==> src/rtl/uart_tx_scheduler.sv <==
`default_nettype none
// ============================================================================
// Module      : uart_tx_scheduler
// Description : Round-robin scheduler that shares one UART transmit channel
//               between NUM_REQ byte-stream requesters. It grants one owner at
//               a time, issues that owner's bytes over the DATA/SEND interface,
//               and tracks the BUSY/COMPLETE/ERROR handshake. It releases the
//               grant at end of burst, at MAX_BURST, on error or on timeout.
// Revision    : 1.0 - initial release
// ============================================================================
module uart_tx_scheduler #(
    parameter int NUM_REQ        = 4,
    parameter int MAX_BURST      = 16,
    parameter int TIMEOUT_CYCLES = 1048576
) (
    input  logic                   SYSCLK,
    input  logic                   RESET,
    input  logic [NUM_REQ-1:0]     REQ_VALID,
    input  logic [NUM_REQ*8-1:0]   REQ_DATA,
    input  logic [NUM_REQ-1:0]     REQ_LAST,
    output logic [NUM_REQ-1:0]     GRANT,
    output logic [NUM_REQ-1:0]     REQ_ACK,
    output logic [NUM_REQ-1:0]     REQ_DONE,
    output logic [NUM_REQ-1:0]     REQ_ERR,
    output logic [7:0]             UART_DATA,
    output logic                   UART_SEND,
    input  logic                   UART_BUSY,
    input  logic                   UART_COMPLETE,
    input  logic                   UART_ERROR,
    output logic                   TIMEOUT_FLAG
);

    localparam int PTR_W = (NUM_REQ > 1) ? $clog2(NUM_REQ) : 1;
    localparam int TO_W  = (TIMEOUT_CYCLES > 1) ? $clog2(TIMEOUT_CYCLES) : 1;

    localparam logic [1:0]         c_ST_IDLE   = 2'd0;
    localparam logic [1:0]         c_ST_ISSUE  = 2'd1;
    localparam logic [1:0]         c_ST_WAIT   = 2'd2;

    // Pointer resets to the last index so requester 0 is searched first
    localparam logic [PTR_W-1:0]   c_PTR_RESET = PTR_W'(NUM_REQ - 1);
    localparam logic [TO_W-1:0]    c_TO_LAST   = TO_W'(TIMEOUT_CYCLES - 1);
    localparam logic [7:0]         c_BURST_MAX = 8'(MAX_BURST);
    localparam logic [NUM_REQ-1:0] c_ONE       = NUM_REQ'(1);

    // Control state
    logic [1:0]          r_state;
    logic [1:0]          w_state_nxt;
    logic [PTR_W-1:0]    r_ptr;        // last winner, doubles as current owner index
    logic [7:0]          r_burst;      // bytes completed in the current grant
    logic [TO_W-1:0]     r_cnt;        // cycles spent waiting for the UART
    logic                r_first;      // first WAIT cycle, UART flags still stale
    logic                r_last;       // latched LAST of the byte in flight

    // Registered outputs
    logic [NUM_REQ-1:0]  r_grant;
    logic [NUM_REQ-1:0]  r_ack;
    logic [NUM_REQ-1:0]  r_done;
    logic [NUM_REQ-1:0]  r_err;
    logic [7:0]          r_uart_data;
    logic                r_uart_send;
    logic                r_tflag;

    // Arbitration
    logic                w_found;
    logic [PTR_W-1:0]    w_win;
    logic [PTR_W-1:0]    w_cand;

    // Per-cycle events decided by the next-state logic
    logic                w_take;       // new grant issued from IDLE
    logic                w_send;       // byte handed to the UART
    logic                w_done;       // byte completed
    logic                w_err;        // byte failed (error or timeout)
    logic                w_to;         // timeout expired
    logic                w_rel;        // grant dropped this cycle

    // Next values of the registered outputs
    logic [NUM_REQ-1:0]  w_grant_nxt;
    logic [NUM_REQ-1:0]  w_ack_nxt;
    logic [NUM_REQ-1:0]  w_done_nxt;
    logic [NUM_REQ-1:0]  w_err_nxt;
    logic [7:0]          w_data_nxt;
    logic                w_send_nxt;
    logic                w_tflag_nxt;

    // Round-robin search: first valid requester after the pointer, with wrap
    always_comb begin
        w_found = 1'b0;
        w_win   = r_ptr;
        w_cand  = r_ptr;
        for (int k = 1; k <= NUM_REQ; k++) begin
            w_cand = PTR_W'((int'(r_ptr) + k) % NUM_REQ);
            if (!w_found && REQ_VALID[w_cand]) begin
                w_found = 1'b1;
                w_win   = w_cand;
            end
        end
    end

    // State register
    always_ff @(posedge SYSCLK or posedge RESET) begin
        if (RESET) begin
            r_state <= c_ST_IDLE;
        end else begin
            r_state <= w_state_nxt;
        end
    end

    // Next-state logic and per-cycle event decode
    always_comb begin
        w_state_nxt = r_state;
        w_take      = 1'b0;
        w_send      = 1'b0;
        w_done      = 1'b0;
        w_err       = 1'b0;
        w_to        = 1'b0;
        w_rel       = 1'b0;
        case (r_state)
            c_ST_IDLE: begin
                if (w_found) begin
                    w_take      = 1'b1;
                    w_state_nxt = c_ST_ISSUE;
                end
            end
            c_ST_ISSUE: begin
                if (!REQ_VALID[r_ptr]) begin
                    // Owner withdrew its stream
                    w_rel       = 1'b1;
                    w_state_nxt = c_ST_IDLE;
                end else if (!UART_BUSY) begin
                    w_send      = 1'b1;
                    w_state_nxt = c_ST_WAIT;
                end
            end
            c_ST_WAIT: begin
                if (r_first) begin
                    // UART flags do not yet reflect the byte just sent
                    w_state_nxt = c_ST_WAIT;
                end else if (UART_ERROR) begin
                    w_err       = 1'b1;
                    w_rel       = 1'b1;
                    w_state_nxt = c_ST_IDLE;
                end else if (UART_COMPLETE) begin
                    w_done = 1'b1;
                    if (r_last || ((r_burst + 8'd1) == c_BURST_MAX)) begin
                        w_rel       = 1'b1;
                        w_state_nxt = c_ST_IDLE;
                    end else begin
                        w_state_nxt = c_ST_ISSUE;
                    end
                end else if (r_cnt == c_TO_LAST) begin
                    w_to        = 1'b1;
                    w_err       = 1'b1;
                    w_rel       = 1'b1;
                    w_state_nxt = c_ST_IDLE;
                end
            end
            default: begin
                w_state_nxt = c_ST_IDLE;
            end
        endcase
    end

    // Output decode: next values of every registered output
    always_comb begin
        w_grant_nxt = r_grant;
        if (w_take) begin
            w_grant_nxt = c_ONE << w_win;
        end else if (w_rel) begin
            w_grant_nxt = '0;
        end
        w_ack_nxt   = w_send ? (c_ONE << r_ptr) : '0;
        w_done_nxt  = w_done ? (c_ONE << r_ptr) : '0;
        w_err_nxt   = w_err  ? (c_ONE << r_ptr) : '0;
        w_data_nxt  = w_send ? REQ_DATA[{r_ptr, 3'b000} +: 8] : r_uart_data;
        w_send_nxt  = w_send;
        w_tflag_nxt = r_tflag | w_to;
    end

    // Output registers
    always_ff @(posedge SYSCLK or posedge RESET) begin
        if (RESET) begin
            r_grant     <= '0;
            r_ack       <= '0;
            r_done      <= '0;
            r_err       <= '0;
            r_uart_data <= 8'h00;
            r_uart_send <= 1'b0;
            r_tflag     <= 1'b0;
        end else begin
            r_grant     <= w_grant_nxt;
            r_ack       <= w_ack_nxt;
            r_done      <= w_done_nxt;
            r_err       <= w_err_nxt;
            r_uart_data <= w_data_nxt;
            r_uart_send <= w_send_nxt;
            r_tflag     <= w_tflag_nxt;
        end
    end

    // Arbitration pointer, burst count, wait counter and per-byte flags
    always_ff @(posedge SYSCLK or posedge RESET) begin
        if (RESET) begin
            r_ptr   <= c_PTR_RESET;
            r_burst <= 8'd0;
            r_cnt   <= '0;
            r_first <= 1'b0;
            r_last  <= 1'b0;
        end else begin
            if (w_take) begin
                r_ptr   <= w_win;
                r_burst <= 8'd0;
            end else if (w_done) begin
                r_burst <= r_burst + 8'd1;
            end

            if (w_send) begin
                r_cnt <= '0;
            end else if ((r_state == c_ST_WAIT) && (r_cnt != {TO_W{1'b1}})) begin
                r_cnt <= r_cnt + 1'b1;
            end

            r_first <= w_send;
            if (w_send) begin
                r_last <= REQ_LAST[r_ptr];
            end
        end
    end

    assign GRANT        = r_grant;
    assign REQ_ACK      = r_ack;
    assign REQ_DONE     = r_done;
    assign REQ_ERR      = r_err;
    assign UART_DATA    = r_uart_data;
    assign UART_SEND    = r_uart_send;
    assign TIMEOUT_FLAG = r_tflag;

endmodule
`default_nettype wire

==> config.mk <==
export PLATFORM = sky130hd
export DESIGN_NAME = uart_tx_scheduler
export DESIGN_NICKNAME = d
export VERILOG_FILES = /design/src/rtl/uart_tx_scheduler.sv
export SDC_FILE = /design/constraint.sdc
export NUM_CORES = 1
export LEC_CHECK = 0
export ABC_AREA = 1
export ABC_CLOCK_PERIOD_IN_PS = 2970
export CAP_MARGIN = 40
export CORE_AREA = 2 2 102 104
export CTS_BUF_LIST = sky130_fd_sc_hd__clkbuf_8
export CTS_CLUSTER_DIAMETER = 200
export DETAILED_ROUTE_END_ITERATION = 7
export DIE_AREA = 0 0 104 106
export PLACE_DENSITY = 0.62
export SLEW_MARGIN = 0
export SYNTH_ARGS = -nofsm -noshare
export SYNTH_HDL_FRONTEND = slang
export SYNTH_SLANG_ARGS = --single-unit
==> constraint.sdc <==
create_clock -name SYSCLK -period 2.97 [get_ports SYSCLK]
set_input_delay 0.4455 -clock SYSCLK [delete_from_list [all_inputs] [get_ports SYSCLK]]
set_output_delay 0.4455 -clock SYSCLK [all_outputs]
set_load 0.02 [all_outputs]
---- Yosys cells after proc, flatten, opt, wreduce, memory -nomap -nowiden ----
Index checks and enable logic that the tools add are counted.
storage, ports and cells
  bits in registers ....................... 59
  bits of input ports ..................... 45
  output and inout bits ................... 26
  logic and storage cells ................. 109
cells by class
  add/subtract/negate cells ............... 6
  $lt $le $gt $ge ......................... 5
  eq/ne operators ......................... 8
  shift operators ......................... 3
  muxes and demuxes ....................... 61
  bitwise logic cells ..................... 1
  reduce and logical (&&, ||, !) cells .... 13
operators with widths
  cell                     number
  $mux W20                 2
  $mux W1                  33
  $shiftx A32 B6 Y8        1
  $mux W2                  11
  $add A20 B1 Y20 const B  1
  $eq A20 B20 Y1 const B   1
  $mux W4                  5
  $ne A20 B20 Y1 const B   1
  $mux W8                  2
  $lt A2 B3 Y1 const B     5
  $bmux W1 S2              6
  $add A8 B1 Y8 const B    1
  $eq A8 B5 Y1 const B     1
  $shl A1 B2 Y4 const A    2
  $pmux W2 S3              1
  $reduce_bool A2 Y1       3
  $ne A5 B5 Y1 const B     1
  $add A2 B1 Y2 const B    2
  $add A2 B2 Y2 const B    2
  $logic_and A1 B1 Y1      4
  $logic_not A1 Y1         3
  $ne A3 B3 Y1 const B     1
  $reduce_and A3 Y1        1
  $eq A2 B1 Y1 const B     1
  other kinds (6)          6

---- Depth between registers and ports, before layout ----
  depth in word-level cells ............... 16
  depth in mapped cells ................... 14
  mapped depth without buffers ............ 14

---- Worst setup path after synthesis ----
Ideal clock, no wire load.
  path type ............................... reg-to-reg
  start point ............................. register r_ptr[1]
  end point ............................... register r_grant[1], in the netlist GRANT[1]
  library setup time ...................... 118 ps
  arrival time ............................ 2016 ps
  required time ........................... 2852 ps
  slack ................................... 836 ps
  stages on the path, launching flop included .. 13
  path buffers ............................ 1
  clock period less this slack ............ 2134 ps
  cells stage by stage .................... dfstp_2 > inv_1 > clkbuf_1 > ha_1 > inv_1 > nand2_1 > nand2_1 > nor2_2 > nand2_2 > o21ai_1 > inv_1 > nand3_1 > nand2_1
on the way
  word-level cells in the longest chain between the ends .. 16
  elaborated cells on any way between the ends .. 35
  those cells by class .................... add/sub (4); shift (1); mux (23); reduce/logical (7)
ends and longest elaborated chain
  element                                        line  source
  start: declaration                             49    logic [PTR_W-1:0] r_ptr;
  start signal: assignment                       204   r_ptr <= c_PTR_RESET;
  start signal: assignment                       211   r_ptr <= w_win;
  $add A2 B1 Y2                                  92    w_cand = PTR_W'((int'(r_ptr) + k) % NUM_REQ);
  $bmux W1 S2                                    93    if (!w_found && REQ_VALID[w_cand]) begin
  $mux W1 (implied by the code)                  93
  $mux W1                                        93
  $logic_not A1 Y1                               93
  $logic_and A1 B1 Y1                            93
  $mux W1                                        93
  $logic_not A1 Y1                               93
  $logic_and A1 B1 Y1                            93
  $mux W1                                        93
  $logic_not A1 Y1                               93
  $logic_and A1 B1 Y1                            93
  $mux W1                                        93
  $mux W1                                        120   if (w_found) begin
  $mux W1                                        118   case (r_state)
  $mux W4 or $reduce_bool A2 Y1 (tied branches)  n/a
  end signal: assignment                         191   r_grant <= w_grant_nxt;
  end: declaration                               56    logic [NUM_REQ-1:0] r_grant;
Several ways; a longest one is shown, not always the timed one. The select of a mux whose other input is x is not followed.
A chain may end at the register's enable or synchronous reset.

---- Worst setup path after layout ----
  start point ............................. register r_ptr[1]
  end point ............................... register r_burst[0]
on the way
  word-level cells in the longest chain between the ends .. 16
  elaborated cells on any way between the ends .. 26
  those cells by class .................... add/sub (4); mux (15); reduce/logical (7)
ends and longest elaborated chain
  element                                        line  source
  $add A2 B1 Y2                                  92
  $bmux W1 S2                                    93
  $mux W1 (implied by the code)                  93
  $mux W1                                        93
  $logic_not A1 Y1                               93
  $logic_and A1 B1 Y1                            93
  $mux W1                                        93
  $logic_not A1 Y1                               93
  $logic_and A1 B1 Y1                            93
  $mux W1                                        93
  $logic_not A1 Y1                               93
  $logic_and A1 B1 Y1                            93
  $mux W1 *                                      93
  $mux W1 *                                      120
  $mux W1 *                                      118
  $mux W8 or $reduce_bool A2 Y1 (tied branches)  n/a
  end signal: assignment                         214   r_burst <= r_burst + 8'd1;
  end: declaration                               50    logic [7:0] r_burst;
Mark *: on every way between the ends. The rest lies on a longest branch, timed or not. The select of a mux whose other input is x is not followed.

==> out/qor.log <==
INFO  worst_setup_path path_delay_family=simple AND/OR/NAND/NOR gates
INFO  cts            cts_hold_buffers=0
INFO  place          hpwl=6.04mm
INFO  synthesis      synth.top_cells.by_count=96 x sky130_fd_sc_hd__nand2_1, 87 x sky130_fd_sc_hd__nor2_1, 57 x sky130_fd_sc_hd__dfrtp_1
INFO  worst_setup_path data_arrival_time_of_the_critical_path=2.61ns
INFO  worst_setup_path timing.critical_path.slowest_stage_cell=sky130_fd_sc_hd__dfstp_2
INFO  worst_setup_path slowest_delay=0.71ns
INFO  pwr            power.leakage=0.00201uW
INFO  finish         flow.area_growth_from_synthesis=32.1%
INFO  worst_setup_path crit_path_max_fanout=14
INFO  worst_setup_path startpoint_type=flop
INFO  finish         final_nets=588
INFO  cts            numClockSinks=59
INFO  cts            cts_resized=0
INFO  run_status     outcome=completed
INFO  route          drt_drc_violations_left=0
INFO  worst_setup_path ff2ff_path_depth=10
INFO  pwr            ir_drop=0.423mV
INFO  grt            maximum_number_of_pins_on_one_net_before_global_route_repair=36
INFO  synthesis      synth.largest_area_cell=sky130_fd_sc_hd__dfrtp_1
INFO  synthesis      synthDistinctLibCells=34
INFO  worst_setup_path critical_path.reg2reg.startpoint=r_ptr[1]$_DFFE_PP1P_
INFO  worst_setup_path crit_path_end_kind=flop
INFO  synthesis      ys_seq_elements=59
INFO  grt            first_global_vias=3,129
INFO  synthesis      synth_area_leaders=sky130_fd_sc_hd__dfrtp_1 42%, sky130_fd_sc_hd__nand2_1 11%, sky130_fd_sc_hd__nor2_1 9.7%
INFO  timing         setup_viol=0
INFO  floorplan      placementRows=37
INFO  timing         finalWorstSetupSlack=0.630ns
INFO  place          finalWeightedCongestion=0.818
INFO  finish         final_layout_size_suffix_gt1_frac=0.0762
INFO  pwr            pwr_density=789mW/mm^2
INFO  timing         slew_headroom=0.631
INFO  synthesis      asyncSetResetFlopFracSynth=1.00
INFO  floorplan      die_y=106um
INFO  cts            worstSkewPairLatency=0.34ns
INFO  timing         timing.fmax=427MHz
INFO  timing         tcrit_tclk_final=0.788
INFO  floorplan      dieArea=0.0110mm^2
INFO  worst_setup_path worst-r2r-setup-slack=0.63ns
INFO  route          wl=8.07mm
INFO  floorplan      floorplan.die.width=104um
INFO  synthesis      synth_area_per_cell=7.32um^2
INFO  grt            global_route_wire_length_before_repair=14.2mm
INFO  cts            htree_levels=3
INFO  cts            ctsLongestPathBuffers=2
INFO  timing         drv_slew=0
INFO  route          first_iter_violations=163
INFO  synthesis      mappedNetlistArea=0.00336mm^2
INFO  place          io_buffer_count=70
INFO  cts            clk_transition_reported_paths=0.07ns
INFO  grt            global_route.overflow_total=0
INFO  synthesis      synth_flop_cell=sky130_fd_sc_hd__dfrtp_1
INFO  synthesis      yosysMostFrequentCell=sky130_fd_sc_hd__nand2_1
INFO  synthesis      yosysTopAreaCellShare=0.424
INFO  route          wl_per_cell=12.0um
INFO  worst_setup_path critPathKind=flop to flop
INFO  worst_setup_path critical_path_required=3.24ns
INFO  place          detailedPlace.worstSlack=0.622ns
INFO  hold_path      hold_class=input port to asynchronous set/reset pin
INFO  finish         antenna-diode-count=0
INFO  timing         post-route-min-period=2.34ns
INFO  synthesis      synth_nets=514
INFO  worst_setup_path cp.buffers_inverters=2
INFO  floorplan      i_o_pins=71
INFO  route          ant_nets=0
INFO  timing         maximum_clock_skew_at_final_layout=0.00839ns
INFO  grt            globalRouteTotalUtil=0.159
INFO  synthesis      synthesis_warnings=0
INFO  grt            grt_antenna_before_repair=0
INFO  synthesis      post_synth_inst_count=459
INFO  cts            post-cts-setup-buffers=0
INFO  cts            cts_tree=yes
INFO  timing         grt_setup_unrepaired=false
INFO  synthesis      synth_seq_area_share=0.440
INFO  worst_setup_path critical-path-top-cell-by-count=sky130_fd_sc_hd__nand2_1
INFO  cts            cts-buffers-inserted=9
INFO  timing         final_hold_viol_count=0
INFO  floorplan      design.core.area=0.0100mm^2
INFO  job            max_cap_viol_count=0
INFO  timing         fin_setup_tns=0ns
INFO  worst_setup_path reg2reg_to=r_burst[0]$_DFFE_PP0P_
INFO  timing         worst_pin_slew=0.552ns
INFO  floorplan      starting_utilization_of_the_core_area=0.336
INFO  route          drt_pre_antenna_iters=5
INFO  worst_setup_path critical_path.cell_chain=inv_1, ha_1, inv_1, nand2_1, nand2_1, nor2_2, nand4_2, nand2_2, nand2_1, o21ai_1
INFO  route          vias_per_cell=4.76
INFO  route          vias=3,205
INFO  cts            clock-root-buffer=sky130_fd_sc_hd__clkbuf_8
INFO  synthesis      synth-edff-count=0
[cell usage in the layout, fill, tap and decap left out, types with 4 or more instances in the layout]
cell type and instances:
sky130_fd_sc_hd__a31oi_1 9, sky130_fd_sc_hd__nand4_1 8, sky130_fd_sc_hd__o21ai_1 16, sky130_fd_sc_hd__nor2_1 87, sky130_fd_sc_hd__clkbuf_8 11, sky130_fd_sc_hd__inv_2 6
sky130_fd_sc_hd__nor2_2 4, sky130_fd_sc_hd__nand3_1 31, sky130_fd_sc_hd__o21ai_0 30, sky130_fd_sc_hd__clkdlybuf4s50_1 70, sky130_fd_sc_hd__dfrtp_1 57, sky130_fd_sc_hd__nor3_1 8
sky130_fd_sc_hd__nand2_1 96, sky130_fd_sc_hd__a21oi_1 17, sky130_fd_sc_hd__inv_1 51, sky130_fd_sc_hd__ha_1 10
[report_power, final]
group / internal [uW] / switching [uW]
Clock: 514 / 315
Sequential: 960 / 127
Combinational: 592 / 999
Total: 2060 / 1440
[sequential cells by signal (all words and copies together), names as in the netlist]
signal and cells:
REQ_ACK 4, REQ_DONE 4, r_last 1, r_state 2, r_ptr 2, r_first 1, UART_DATA 8, GRANT 4
TIMEOUT_FLAG 1, r_cnt 20, REQ_ERR 4, r_burst 8
[worst max path at each step]
stage	end	slack, ns	cells past startpoint	start
global placement	r_burst[4]$_DFFE_PP0P_	0.70	10	r_ptr[1]$_DFFE_PP1P_
finish	r_burst[0]$_DFFE_PP0P_	0.63	10	r_ptr[1]$_DFFE_PP1P_
detailed placement	r_burst[6]$_DFFE_PP0P_	0.62	10	r_ptr[1]$_DFFE_PP1P_
global route	r_burst[0]$_DFFE_PP0P_	0.38	10	r_ptr[1]$_DFFE_PP1P_
CTS	r_burst[0]$_DFFE_PP0P_	0.61	10	r_ptr[1]$_DFFE_PP1P_
floorplan	GRANT[1]$_DFFE_PP0P_	0.84	12	r_ptr[1]$_DFFE_PP1P_
[metal layers]
| layer | track usage | vias up | part of all wire |
|---|---|---|---|
| met3 | 0.0417 | 17 | 0.056 |
| met5 | 0 | - | 0 |
| li1 | - | 1626 | - |
| met1 | 0.202 | 1471 | 0.46 |
| met2 | 0.258 | 91 | 0.46 |
| met4 | 0.0647 | 0 | 0.023 |
[layout make-up]
cell class / instances / area (um^2)
clock buffer: 11 / 151
clock inverter: 5 / 76.3
fill: 1032 / 5560
inverter: 57 / 216
multi-input combinational: 333 / 1610
sequential: 59 / 1480
tap: 136 / 170
timing repair buffer: 73 / 736
[cell families after synthesis]
logic type | share of synthesized area
AOI/OAI and AO/OA | 0.124
xor gates and xnor gates | 0.00745
adders and majority gates | 0.0372
buffers and inverters | 0.0804
DFF | 0.440
muxes | 0.00670
and+or+nand+nor | 0.304
[per-stage QoR]
step,util,power [uW],hold slack (ns),cell area (um^2),instances
final,0.444,3510,0.483,4440,674
after global placement,0.421,2670,0.489,4210,658
after global routing,0.444,3840,0.529,4440,674
after floorplan,-,2210,0.476,3360,459
after detailed placement,0.421,2700,0.489,4210,658
after CTS,0.444,3550,0.498,4440,674
No activity file was read; power rests on OpenSTA's default activity.
